## src/rtl/cmn_fifo_pkg.sv

```systemverilog
// Shared defaults and pointer helpers for cmn_fifo.
package cmn_fifo_pkg;

  localparam int CMN_FIFO_DW_DEF = 32;
  localparam int CMN_FIFO_AW_DEF = 4;

  // Full means the low AW bits match and the wrap bits differ.
  function automatic logic ptr_full(input logic [31:0] wptr, input logic [31:0] rptr,
                                    input int aw);
    logic [31:0] m;
    m = (32'd1 << aw) - 32'd1;
    return ((wptr & m) == (rptr & m)) && (wptr[aw] != rptr[aw]);
  endfunction

endpackage

```

## src/rtl/cmn_fifo_mem.sv

```systemverilog
// Simple dual-port storage: synchronous write, asynchronous read. Not reset.
module cmn_fifo_mem #(
  parameter int DW = 32,
  parameter int AW = 4
) (
  input  logic          clk,
  input  logic          we,
  input  logic [AW-1:0] waddr,
  input  logic [DW-1:0] wdata,
  input  logic [AW-1:0] raddr,
  output logic [DW-1:0] rdata
);

  logic [DW-1:0] mem [2**AW];

  always_ff @(posedge clk) begin
    if (we) mem[waddr] <= wdata;
  end

  assign rdata = mem[raddr];

endmodule

```

## src/rtl/cmn_fifo.sv

```systemverilog
// Single-clock FWFT FIFO, depth 2**AW. Define CMN_FIFO_COUNT_EN to add the
// count output (registered-pointer difference).
module cmn_fifo
  import cmn_fifo_pkg::*;
#(
  parameter int DW = CMN_FIFO_DW_DEF,
  parameter int AW = CMN_FIFO_AW_DEF
) (
  input  logic          clk,
  input  logic          reset,
  input  logic          we,
  input  logic [DW-1:0] wdata,
  input  logic          re,
  output logic [DW-1:0] rdata,
  output logic          full,
  output logic          empty
`ifdef CMN_FIFO_COUNT_EN
  ,
  output logic [AW:0]   count
`endif
);

  // Extra MSB distinguishes full from empty when the low bits match.
  logic [AW:0] wptr, rptr;
  logic        wr_acc, rd_acc;

  assign empty  = (wptr == rptr);
  assign full   = ptr_full(32'(wptr), 32'(rptr), AW);
  assign wr_acc = we & ~full;
  assign rd_acc = re & ~empty;

  always_ff @(posedge clk or posedge reset) begin
    if (reset) begin
      wptr <= '0;
      rptr <= '0;
    end else begin
      if (wr_acc) wptr <= wptr + (AW+1)'(1);
      if (rd_acc) rptr <= rptr + (AW+1)'(1);
    end
  end

`ifdef CMN_FIFO_COUNT_EN
  assign count = wptr - rptr;
`endif

  cmn_fifo_mem #(.DW(DW), .AW(AW)) u_mem (
    .clk   (clk),
    .we    (wr_acc),
    .waddr (wptr[AW-1:0]),
    .wdata (wdata),
    .raddr (rptr[AW-1:0]),
    .rdata (rdata)
  );

endmodule

```

## config.mk

```make
export PLATFORM = sky130hd
export DESIGN_NAME = cmn_fifo
export DESIGN_NICKNAME = d
export VERILOG_FILES = /design/src/rtl/cmn_fifo_pkg.sv /design/src/rtl/cmn_fifo_mem.sv /design/src/rtl/cmn_fifo.sv
export SDC_FILE = /design/constraint.sdc
export NUM_CORES = 1
export LEC_CHECK = 0
export BUFFER_PORTS_ARGS = -buffer_cell sky130_fd_sc_hd__buf_2
export CORE_UTILIZATION = 45
export CTS_BUF_LIST = sky130_fd_sc_hd__clkbuf_4 sky130_fd_sc_hd__clkbuf_8
export DETAILED_ROUTE_END_ITERATION = 7
export GPL_TIMING_DRIVEN = 1
export SYNTH_ARGS = -nofsm -noshare
export SYNTH_HDL_FRONTEND = slang
export SYNTH_SLANG_ARGS = --single-unit
```

## constraint.sdc

```tcl
create_clock -name clk -period 9.7 [get_ports clk]
set_input_delay 2.91 -clock clk [delete_from_list [all_inputs] [get_ports clk]]
set_output_delay 2.91 -clock clk [all_outputs]
set_load 0.1 [all_outputs]
```

==> impl_metrics.py, run 1 <==
metrics = {
    "outcome": {
        "outcome": "finished clean",
    },
    "cells_and_area": {
        "drive_gt1_share_pct": 33.7,
        "syn2layout_area_growth_pct": 13.3,
        "diodes": 0,
        "finalNetCount": 1042,
    },
    "global_route": {
        "antenna_found_initial": 0,
        "grt_use_total_pct": 19.1,
        "grt_max_degree": 132,
        "grt_pass1_wl_mm": 62.1,
        "grt_pass1_vias": 9913,
        "grt-ovfl-total": 0,
    },
    "worst_setup_path": {
        "required_ps": 6790,
        "r2r_slack_ps": 6420,
        "worstPathArrival_ps": 3610,
        "cp_max_fo": 36,
        "criticalPathCategory": "reg -> out",
        "cp-start-kind": "flop",
        "crit_chain": "buf_4 -> mux4_1 -> o22ai_1 -> nor2_1 -> buf_2",
        "slowest_stage": "dfrtp_4",
        "critPathLaunch": "rptr[0]",
        "end_kind": "output port",
        "rr_startpoint": "rptr[0]",
        "path_delay_family": "buffers and inverters",
        "cpPeakStageDelay_ps": 870,
        "cp_num_buf_inv": 2,
        "r2r_end": "u_mem.mem[15][24]",
        "r2r_cells": 5,
    },
    "clocking": {
        "cts_sinks": 522,
        "numCtsBuffers": 84,
        "htree_num_levels": 3,
        "cts.path.max_buffers": 3,
        "cts_tree": "done",
        "cts-root-buf": "clkbuf_8",
        "postCtsSetupBuffers": 0,
        "clkTransAtPathRegs_ps": 60,
        "clock_latency_ps": 610,
        "cts_hold_buf": 0,
        "cts_resized": 0,
    },
    "route": {
        "drt-total-wl_mm": 41.4,
        "drtIter0Drc": 640,
        "vias": 9181,
        "route.detailed.drc": 0,
        "antenna_left": 0,
        "vias_per_cell": 5.59,
        "routedWlPerCell_um": 25.2,
        "first_pass_iters": 4,
    },
    "placement": {
        "hpwl_mm": 21.6,
        "dpl_worst_slack_ps": 3750,
        "globalplace.congestion": 0.738,
        "io_buffers": 69,
    },
    "yosys": {
        "synth_area_per_cell_um2": 23.1,
        "syn-num-nets": 905,
        "synth.distinct_cells": 30,
        "ys.warnings.count": 0,
        "synth_top_area_share_pct": 77.0,
        "yosysSeqAreaShare_pct": 78.3,
        "syn-instance-count": 864,
        "synth_area_mm2": 0.0200,
        "synth-seq-cells": 522,
        "synth_area_leaders": "edfxtp_1 (77%), mux4_2 (12%), mux4_1 (3.3%)",
        "yosys.area.top_type": "edfxtp_1",
    },
    "power_and_ir_drop": {
        "swShare_pct": 39.8,
        "ir_worst_vdd_mv": 0.257,
        "cellPowerDensity_mw_per_mm2": 332,
        "p_switching_mw": 2.98,
        "p_comb_share_pct": 37.7,
        "p_leak_nw": 7.26,
        "intPower_mw": 4.52,
        "clock_power_share_pct": 24.0,
        "seq_power_share_pct": 38.2,
        "power_mw": 7.50,
    },
    "sta": {
        "finalCriticalPeriod_ps": 6520,
        "tightest_slew_ps": 1160,
        "setup_tns_ps": 0,
        "finalCritPeriodShare_pct": 67.2,
        "setup_viol": 0,
        "skew_ps": 21.1,
        "fin_hold_ws_ps": 587,
        "clock.fmax_mhz": 153,
        "worst_slack_ps": 3180,
        "hold_viol": 0,
        "rsz0062_at_grt": "false",
        "max_slew_margin_pct": 22.4,
        "drv_slew": 0,
    },
    "die": {
        "die-area_mm2": 0.0452,
        "die_w_um": 213,
        "die_h_um": 213,
        "start_util_pct": 45.9,
        "pin_count": 70,
        "placeableCoreArea_mm2": 0.0435,
        "row_count": 76,
    },
    "min_path": {
        "hold_end": "wptr[4]",
        "worstHoldPathCells": 2,
        "hp-class": "reg -> reg",
        "hold_path.startpoint": "wptr[4]",
    },
    "run": {
        "drv_cap": 0,
    },
}
[through the flow]
stage / instance area [µm²] / util [%] / instances
after floorplan: 20000 / - / 864
after global placement: 21000 / 48.4 / 1500
after detailed placement: 21000 / 48.4 / 1500
after CTS: 22600 / 52.0 / 1642
after global routing: 22600 / 52.0 / 1642
final: 22600 / 52.0 / 1642
[power by group through the flow]
stage	combinational, mW	clock [mW]	sequential [mW]
detailed placement	2.87	0	2.92
floorplan	2.43	0	2.82
global route	2.97	1.94	2.89
CTS	2.88	1.85	2.87
finish	2.83	1.80	2.87
global placement	2.86	0	2.91
[tightest hold or removal path, delay by kind of cell, from the launching register on]
| kind | cells | cell delay [ps] |
|---|---|---|
| DFF | 1 | 420 |
| and+or+nand+nor | 1 | 70 |
| AOI/OAI and AO/OA | 1 | 60 |
[Yosys cell counts (all sizes together)]
master    n
xor2      1
nand4     3
nor2     38
nor4      3
clkbuf   14
inv       4
dfrtp    10
o21ai     3
buf      35
edfxtp  512
nand2b    4
nor3     10
or2       1
mux2      3
o22ai    64
mux4    128
and3      2
o211ai    4
ha        5
xnor2    11
nand2     8
o311ai    1
[layout by cell type (no fill, tap or decap), types with 3 or more instances in the layout]
master    Yosys  routed
xnor2_1      11      11
dfrtp_1      10       7
nor4_2        0       3
mux2_1        3       3
dfrtp_4       0       3
o211ai_1      3       3
clkinv_1      0      15
buf_4         8      30
nor3_2        0      10
nor2_4        0       3
nand4_1       3       3
clkinv_2      0       3
nand2_1       8       7
mux4_1       25      25
buf_2        16      69
inv_1         4       4
o22ai_1      64      64
edfxtp_1    512     512
ha_1          5       5
clkbuf_4      3      28
nor2_1       37      34
mux4_2      103     103
clkbuf_8      0      91
[cells by family (layout without fill, tap and decap cells)]
group                      count (synthesis)  count (layout)  share of synthesized area (%)
adders and majority gates                  5               5                          0.313
xor gates and xnor gates                  12              12                          0.526
buffers and inverters                     53             246                           1.98
and+or+nand+nor                           69              69                           1.54
muxes                                    131             131                           15.1
DFF                                      522             522                           78.3
AOI/OAI and AO/OA                         72              72                           2.32
[how the worst max path moves through the flow]
| stage | slack (ps) | cells after the start | to |
|---|---|---|---|
| global route | 2890 | 5 | rdata[21] |
| detailed placement | 3750 | 5 | rdata[21] |
| finish | 3180 | 5 | rdata[21] |
| CTS | 3070 | 5 | rdata[21] |
| floorplan | 3130 | 2 | u_mem.mem[0][0] |
| global placement | 3760 | 5 | rdata[21] |
[sequential cells by signal, summed over array words and instances, names as in the netlist]
name,count
wptr,5
u_mem.mem,512
rptr,5
[cell type report]
class                      count  area [µm²]
timing repair buffer         100         591
multi-input combinational    289        4050
clock inverter                23         134
fill                        3387       20800
inverter                       4        15.0
clock buffer                 119        1460
tap                          585         732
sequential                   522       15600
[metal layers]
| layer | part of all wire, % | track usage [%] |
|---|---|---|
| met1 | 45 | 26.0 |
| met2 | 49 | 31.5 |
| met3 | 4.2 | 3.41 |
| met4 | 1.6 | 5.83 |
| met5 | 0 | 0 |
(Power assumes the default switching activity.)
==> run 2, diff against run 1 <==
- clock period: 9.7 -> 6 ns (I/O delays scaled with it)
==> impl_metrics.py, run 2 (synthesized netlist as in run 1, its figures left out) <==
metrics = {
    "sta": {
        "setup_tns_ps": 0,
        "tightest_slew_ps": 1080,
        "rsz0062_at_grt": "false",
        "finalCritPeriodShare_pct": 86.4,
        "finalCriticalPeriod_ps": 5180,
        "max_slew_margin_pct": 27.9,
        "hold_viol": 0,
        "drv_slew": 0,
        "fin_hold_ws_ps": 583,
        "clock.fmax_mhz": 193,
        "setup_viol": 0,
        "skew_ps": 15.2,
    },
    "worst_setup_path": {
        "cp-start-kind": "flop",
        "cp.depth": 5,
        "cpPeakStageDelay_ps": 930,
        "worstPathArrival_ps": 3380,
        "cp_max_fo": 41,
        "path_delay_family": "buffers and inverters",
        "required_ps": 4200,
        "r2r_cells": 6,
        "end_kind": "output port",
        "criticalPathCategory": "reg -> out",
        "cp_num_buf_inv": 2,
        "crit_chain": "buf_4 -> mux4_2 -> o22ai_1 -> nor2_1 -> buf_2",
        "slowest_stage": "dfrtp_4",
    },
    "global_route": {
        "grt_pass1_wl_mm": 61.3,
        "grt_max_degree": 50,
        "grt-ovfl-total": 0,
        "antenna_found_initial": 2,
        "grt_pass1_vias": 9642,
        "grt_use_total_pct": 19.0,
    },
    "clocking": {
        "clkTransAtPathRegs_ps": 60,
        "numCtsBuffers": 83,
        "clock_latency_ps": 630,
        "postCtsSetupBuffers": 0,
        "cts.path.max_buffers": 3,
        "cts_tree": "done",
        "cts_resized": 0,
        "cts-root-buf": "clkbuf_8",
        "htree_num_levels": 3,
        "cts_sinks": 522,
        "cts_hold_buf": 0,
    },
    "cells_and_area": {
        "final_cell_mix": "edfxtp_1 (512), mux4_2 (103), clkbuf_8 (84), buf_2 (69), o22ai_1 (64)",
        "regArea_mm2": 0.0156,
        "largest_register": "u_mem.mem",
        "syn2layout_area_growth_pct": 13.3,
        "finalNetCount": 1047,
        "largest_registers": "u_mem.mem x512, rptr x5, wptr x5",
        "drive_gt1_share_pct": 33.8,
        "multi_input_area_mm2": 0.00405,
        "layout_commonest_cell": "edfxtp_1",
        "num-fill-cells": 3449,
        "largest_reg_flops": 512,
    },
    "die": {
        "start_util_pct": 45.9,
        "placeableCoreArea_mm2": 0.0435,
        "die_w_um": 213,
        "row_count": 76,
        "die-area_mm2": 0.0452,
        "pin_count": 70,
        "die_h_um": 213,
    },
    "route": {
        "drtIter0Drc": 680,
        "antenna_left": 0,
        "vias": 9172,
        "routedWlPerCell_um": 24.9,
        "drt-total-wl_mm": 41.2,
        "vias_per_cell": 5.54,
        "first_pass_iters": 5,
        "route.detailed.drc": 0,
    },
    "min_path": {
        "hp-class": "reg -> reg",
        "worstHoldPathCells": 2,
    },
    "power_and_ir_drop": {
        "cellPowerDensity_mw_per_mm2": 532,
        "ir_worst_vdd_mv": 0.514,
        "p_leak_nw": 7.26,
        "power_mw": 12.0,
    },
    "placement": {
        "globalplace.congestion": 0.744,
        "io_buffers": 69,
        "hpwl_mm": 22.2,
    },
    "outcome": {
        "outcome": "finished clean",
    },
    "run": {
        "drv_cap": 0,
    },
}
## run 2: cell type report
cell class / instances / area share [%]
Multi-Input combinational cell: 289 / 17.9
Clock inverter: 48 / 1.13
Timing Repair Buffer: 106 / 2.81
Inverter: 4 / 0.0664
Tap cell: 585 / 3.24
Clock buffer: 102 / 5.71
Antenna cell: 1 / 0.0111
Sequential cell: 522 / 69.1
## run 2: layer usage
layer | GRT usage, % | up-vias | routed length [µm] | share of wire (%)
met5 | 0 | - | 9 | 0.022
met4 | 5.33 | 2 | 754 | 1.8
met3 | 3.77 | 66 | 1660 | 4.0
met2 | 31.0 | 195 | 20400 | 50
met1 | 26.2 | 4897 | 18400 | 45
li1 | - | 4012 | - | -
## run 2: where the power goes
group | total [mW] | internal [mW] | switching (mW)
combinational | 4.57 | 1.31 | 3.26
sequential | 4.65 | 4.41 | 0.243
clock | 2.82 | 1.47 | 1.35
## run 2: worst register-to-register path: stages (launching register included)
cell and delay (ps):
dfrtp_4 640, buf_4 690, xnor2_1 130, nand4_1 370, o211ai_2 330, nor2_4 620, buf_4 510
## run 2: path summary, 6_finish.rpt
| check | slack [ps] | to | startpoint |
|---|---|---|---|
| worst max-delay path | 820 | rdata[20] | rptr[1] |
| worst min-delay path | 580 | wptr[4] | wptr[4] |
| worst max register to register | 2340 | u_mem.mem[15][26] | rptr[2] |
| worst min register to register | 580 | wptr[4] | wptr[4] |
| max in group asynchronous | 4530 | rptr[2] | reset |
| min in group asynchronous | 1150 | wptr[2] | reset |
## run 2: through the flow
stage | instance area (µm²) | utilization [%] | std cells | setup WS [ps]
2_1_floorplan | 20000 | - | 864 | 543
3_3_place_gp | 21100 | 48.5 | 1506 | 1470
3_5_place_dp | 21100 | 48.5 | 1506 | 1440
4_1_cts | 22600 | 52.0 | 1656 | 735
5_1_grt | 22600 | 52.0 | 1656 | 652
6_report | 22600 | 52.0 | 1657 | 816
==> run 3, diff against run 2 <==
- ABC_AREA: default -> 1
==> impl_metrics.py, run 3 <==
metrics = {
    "die": {
        "die_w_um": 219,
        "start_util_pct": 45.7,
        "placeableCoreArea_mm2": 0.0466,
        "row_count": 79,
        "die_h_um": 219,
        "pin_count": 70,
        "die-area_mm2": 0.0481,
    },
    "cells_and_area": {
        "stdcell_count": 2614,
        "num-fill-cells": 4040,
        "regArea_mm2": 0.0156,
        "largest_reg_flops": 512,
        "final_cell_mix": "edfxtp_1 (512), nand2_1 (469), nor2_1 (357), o21ai_0 (207), nand3_1 (108)",
        "finalNetCount": 1982,
        "fin_util_pct": 51.3,
        "largest_register": "u_mem.mem",
        "layout_commonest_cell": "edfxtp_1",
        "multi_input_area_mm2": 0.00511,
        "diodes": 0,
        "drive_gt1_share_pct": 12.6,
        "syn2layout_area_growth_pct": 12.4,
        "largest_registers": "u_mem.mem x512, rptr x5, wptr x5",
    },
    "clocking": {
        "cts.path.max_buffers": 3,
        "cts-root-buf": "clkbuf_8",
        "postCtsSetupBuffers": 0,
        "cts_resized": 0,
        "cts_hold_buf": 0,
        "numCtsBuffers": 88,
        "cts_tree": "done",
        "clkTransAtPathRegs_ps": 60,
        "cts_sinks": 522,
        "htree_num_levels": 3,
        "clock_latency_ps": 620,
    },
    "yosys": {
        "async_flop_share_pct": 1.92,
        "yosysSeqAreaShare_pct": 73.5,
        "ys.warnings.count": 0,
        "synth_top_flop_cell": "edfxtp_1",
        "synth-edff-count": 512,
        "synth_area_mm2": 0.0213,
        "synth_area_leaders": "edfxtp_1 (72%), nand2_1 (8.3%), nor2_1 (6.6%)",
        "netlist_top_cells_count": "edfxtp_1 (512), nand2_1 (469), nor2_1 (373), o21ai_0 (207), nand3_1 (108)",
        "synth_area_per_cell_um2": 11.4,
        "syn-instance-count": 1862,
        "yosys.area.top_type": "edfxtp_1",
        "synth-seq-cells": 522,
        "synth_top_area_share_pct": 72.3,
        "yosys.cell_count.top_type": "edfxtp_1",
        "syn-num-nets": 1903,
        "synth.distinct_cells": 22,
    },
    "route": {
        "antenna_left": 0,
        "route.detailed.drc": 0,
        "drtIter0Drc": 1075,
        "vias_per_cell": 5.15,
        "routedWlPerCell_um": 18.7,
        "first_pass_iters": 6,
        "drt-total-wl_mm": 49.0,
        "vias": 13500,
    },
    "global_route": {
        "grt-ovfl-total": 0,
        "antenna_found_initial": 0,
        "grt_pass1_vias": 13300,
        "grt_max_degree": 237,
        "grt_use_total_pct": 21.0,
        "grt_pass1_wl_mm": 76.3,
    },
    "worst_setup_path": {
        "cp_max_fo": 236,
        "cpPeakStageDelay_ps": 740,
        "slowest_stage": "buf_12",
        "required_ps": 4200,
        "cp-start-kind": "flop",
        "cp_num_buf_inv": 2,
        "path_delay_family": "buffers and inverters",
        "worstPathArrival_ps": 3420,
        "end_kind": "output port",
        "crit_chain": "buf_12 -> nor2_1 -> nor2_1 -> o21ai_0 -> nand3_1 -> nand3_1 -> nand2_1 -> buf_2",
        "criticalPathCategory": "reg -> out",
    },
    "power_and_ir_drop": {
        "cellPowerDensity_mw_per_mm2": 541,
        "p_leak_nw": 8.74,
        "ir_worst_vdd_mv": 0.604,
    },
    "placement": {
        "dp.cells": 2458,
        "hpwl_mm": 23.8,
        "globalplace.congestion": 0.759,
        "io_buffers": 69,
        "dpl_worst_slack_ps": 1480,
    },
    "sta": {
        "worst_slack_ps": 776,
        "skew_ps": 10.8,
        "clock.fmax_mhz": 191,
        "setup_tns_ps": 0,
        "finalCriticalPeriod_ps": 5220,
        "finalCritPeriodShare_pct": 87.1,
        "drv_slew": 0,
        "tightest_slew_ps": 1200,
        "max_slew_margin_pct": 19.8,
        "hold_viol": 0,
        "setup_viol": 0,
        "rsz0062_at_grt": "false",
    },
    "run": {
        "drv_cap": 0,
    },
    "outcome": {
        "outcome": "finished clean",
    },
    "min_path": {
        "hp-class": "reg -> reg",
    },
}
run 3: cell families after synthesis:
kind of cell               count (synthesis)  share of synthesized area, %
DFF                                      522                          73.5
adders and majority gates                  5                         0.294
buffers and inverters                    151                          3.07
xor gates and xnor gates                   6                         0.247
AOI/OAI and AO/OA                        224                          5.27
and+or+nand+nor                          954                          17.6
run 3: metal layers:
layer	vias to the layer above	GRT usage, %	wire, µm	share of wire, %
met4	0	7.78	1310	2.7
li1	6524	-	-	-
met2	342	33.9	23000	47
met5	-	0	0	0
met3	73	3.69	2460	5.0
met1	6527	28.6	22200	45
run 3: final timing paths:
path	startpoint	to	slack (ps)	depth (start not counted)
setup / recovery	rptr[0]	rdata[15]	780	8
hold / removal	rptr[4]	rptr[4]	550	2
setup reg to reg	rptr[0]	u_mem.mem[3][6]	1980	9
hold reg to reg	rptr[4]	rptr[4]	550	2
max in group asynchronous	reset	rptr[1]	4480	2
min in group asynchronous	reset	rptr[0]	1170	2
run 3: layout make-up:
cell class	count	share of cell area, %
multi-input cells	1189	21.4
inverters	48	0.780
clock inverters	32	0.576
repair buffers	92	2.38
clock buffers	124	6.28
flip-flops and latches	522	65.4
well taps	607	3.18
run 3: per-stage QoR:
stage | area [µm²] | total power [mW] | hold slack (ps)
floorplan | 21300 | 8.80 | 482
global placement | 22300 | 10.0 | 495
detailed placement | 22300 | 10.1 | 535
CTS | 23900 | 13.0 | 549
global route | 23900 | 13.7 | 604
finish | 23900 | 12.9 | 550
run 3: power by group:
part | internal, mW | leakage (nW) | switching [mW] | total [mW]
sequential | 4.38 | 4.75 | 0.128 | 4.50
clock | 1.60 | 0.864 | 1.35 | 2.95
combinational | 1.09 | 3.13 | 4.37 | 5.46
run 3: tightest hold or removal path: cells and delay by family (launching register included):
| family | cells | cell delay (ps) |
|---|---|---|
| flops | 1 | 390 |
| simple gates | 2 | 120 |
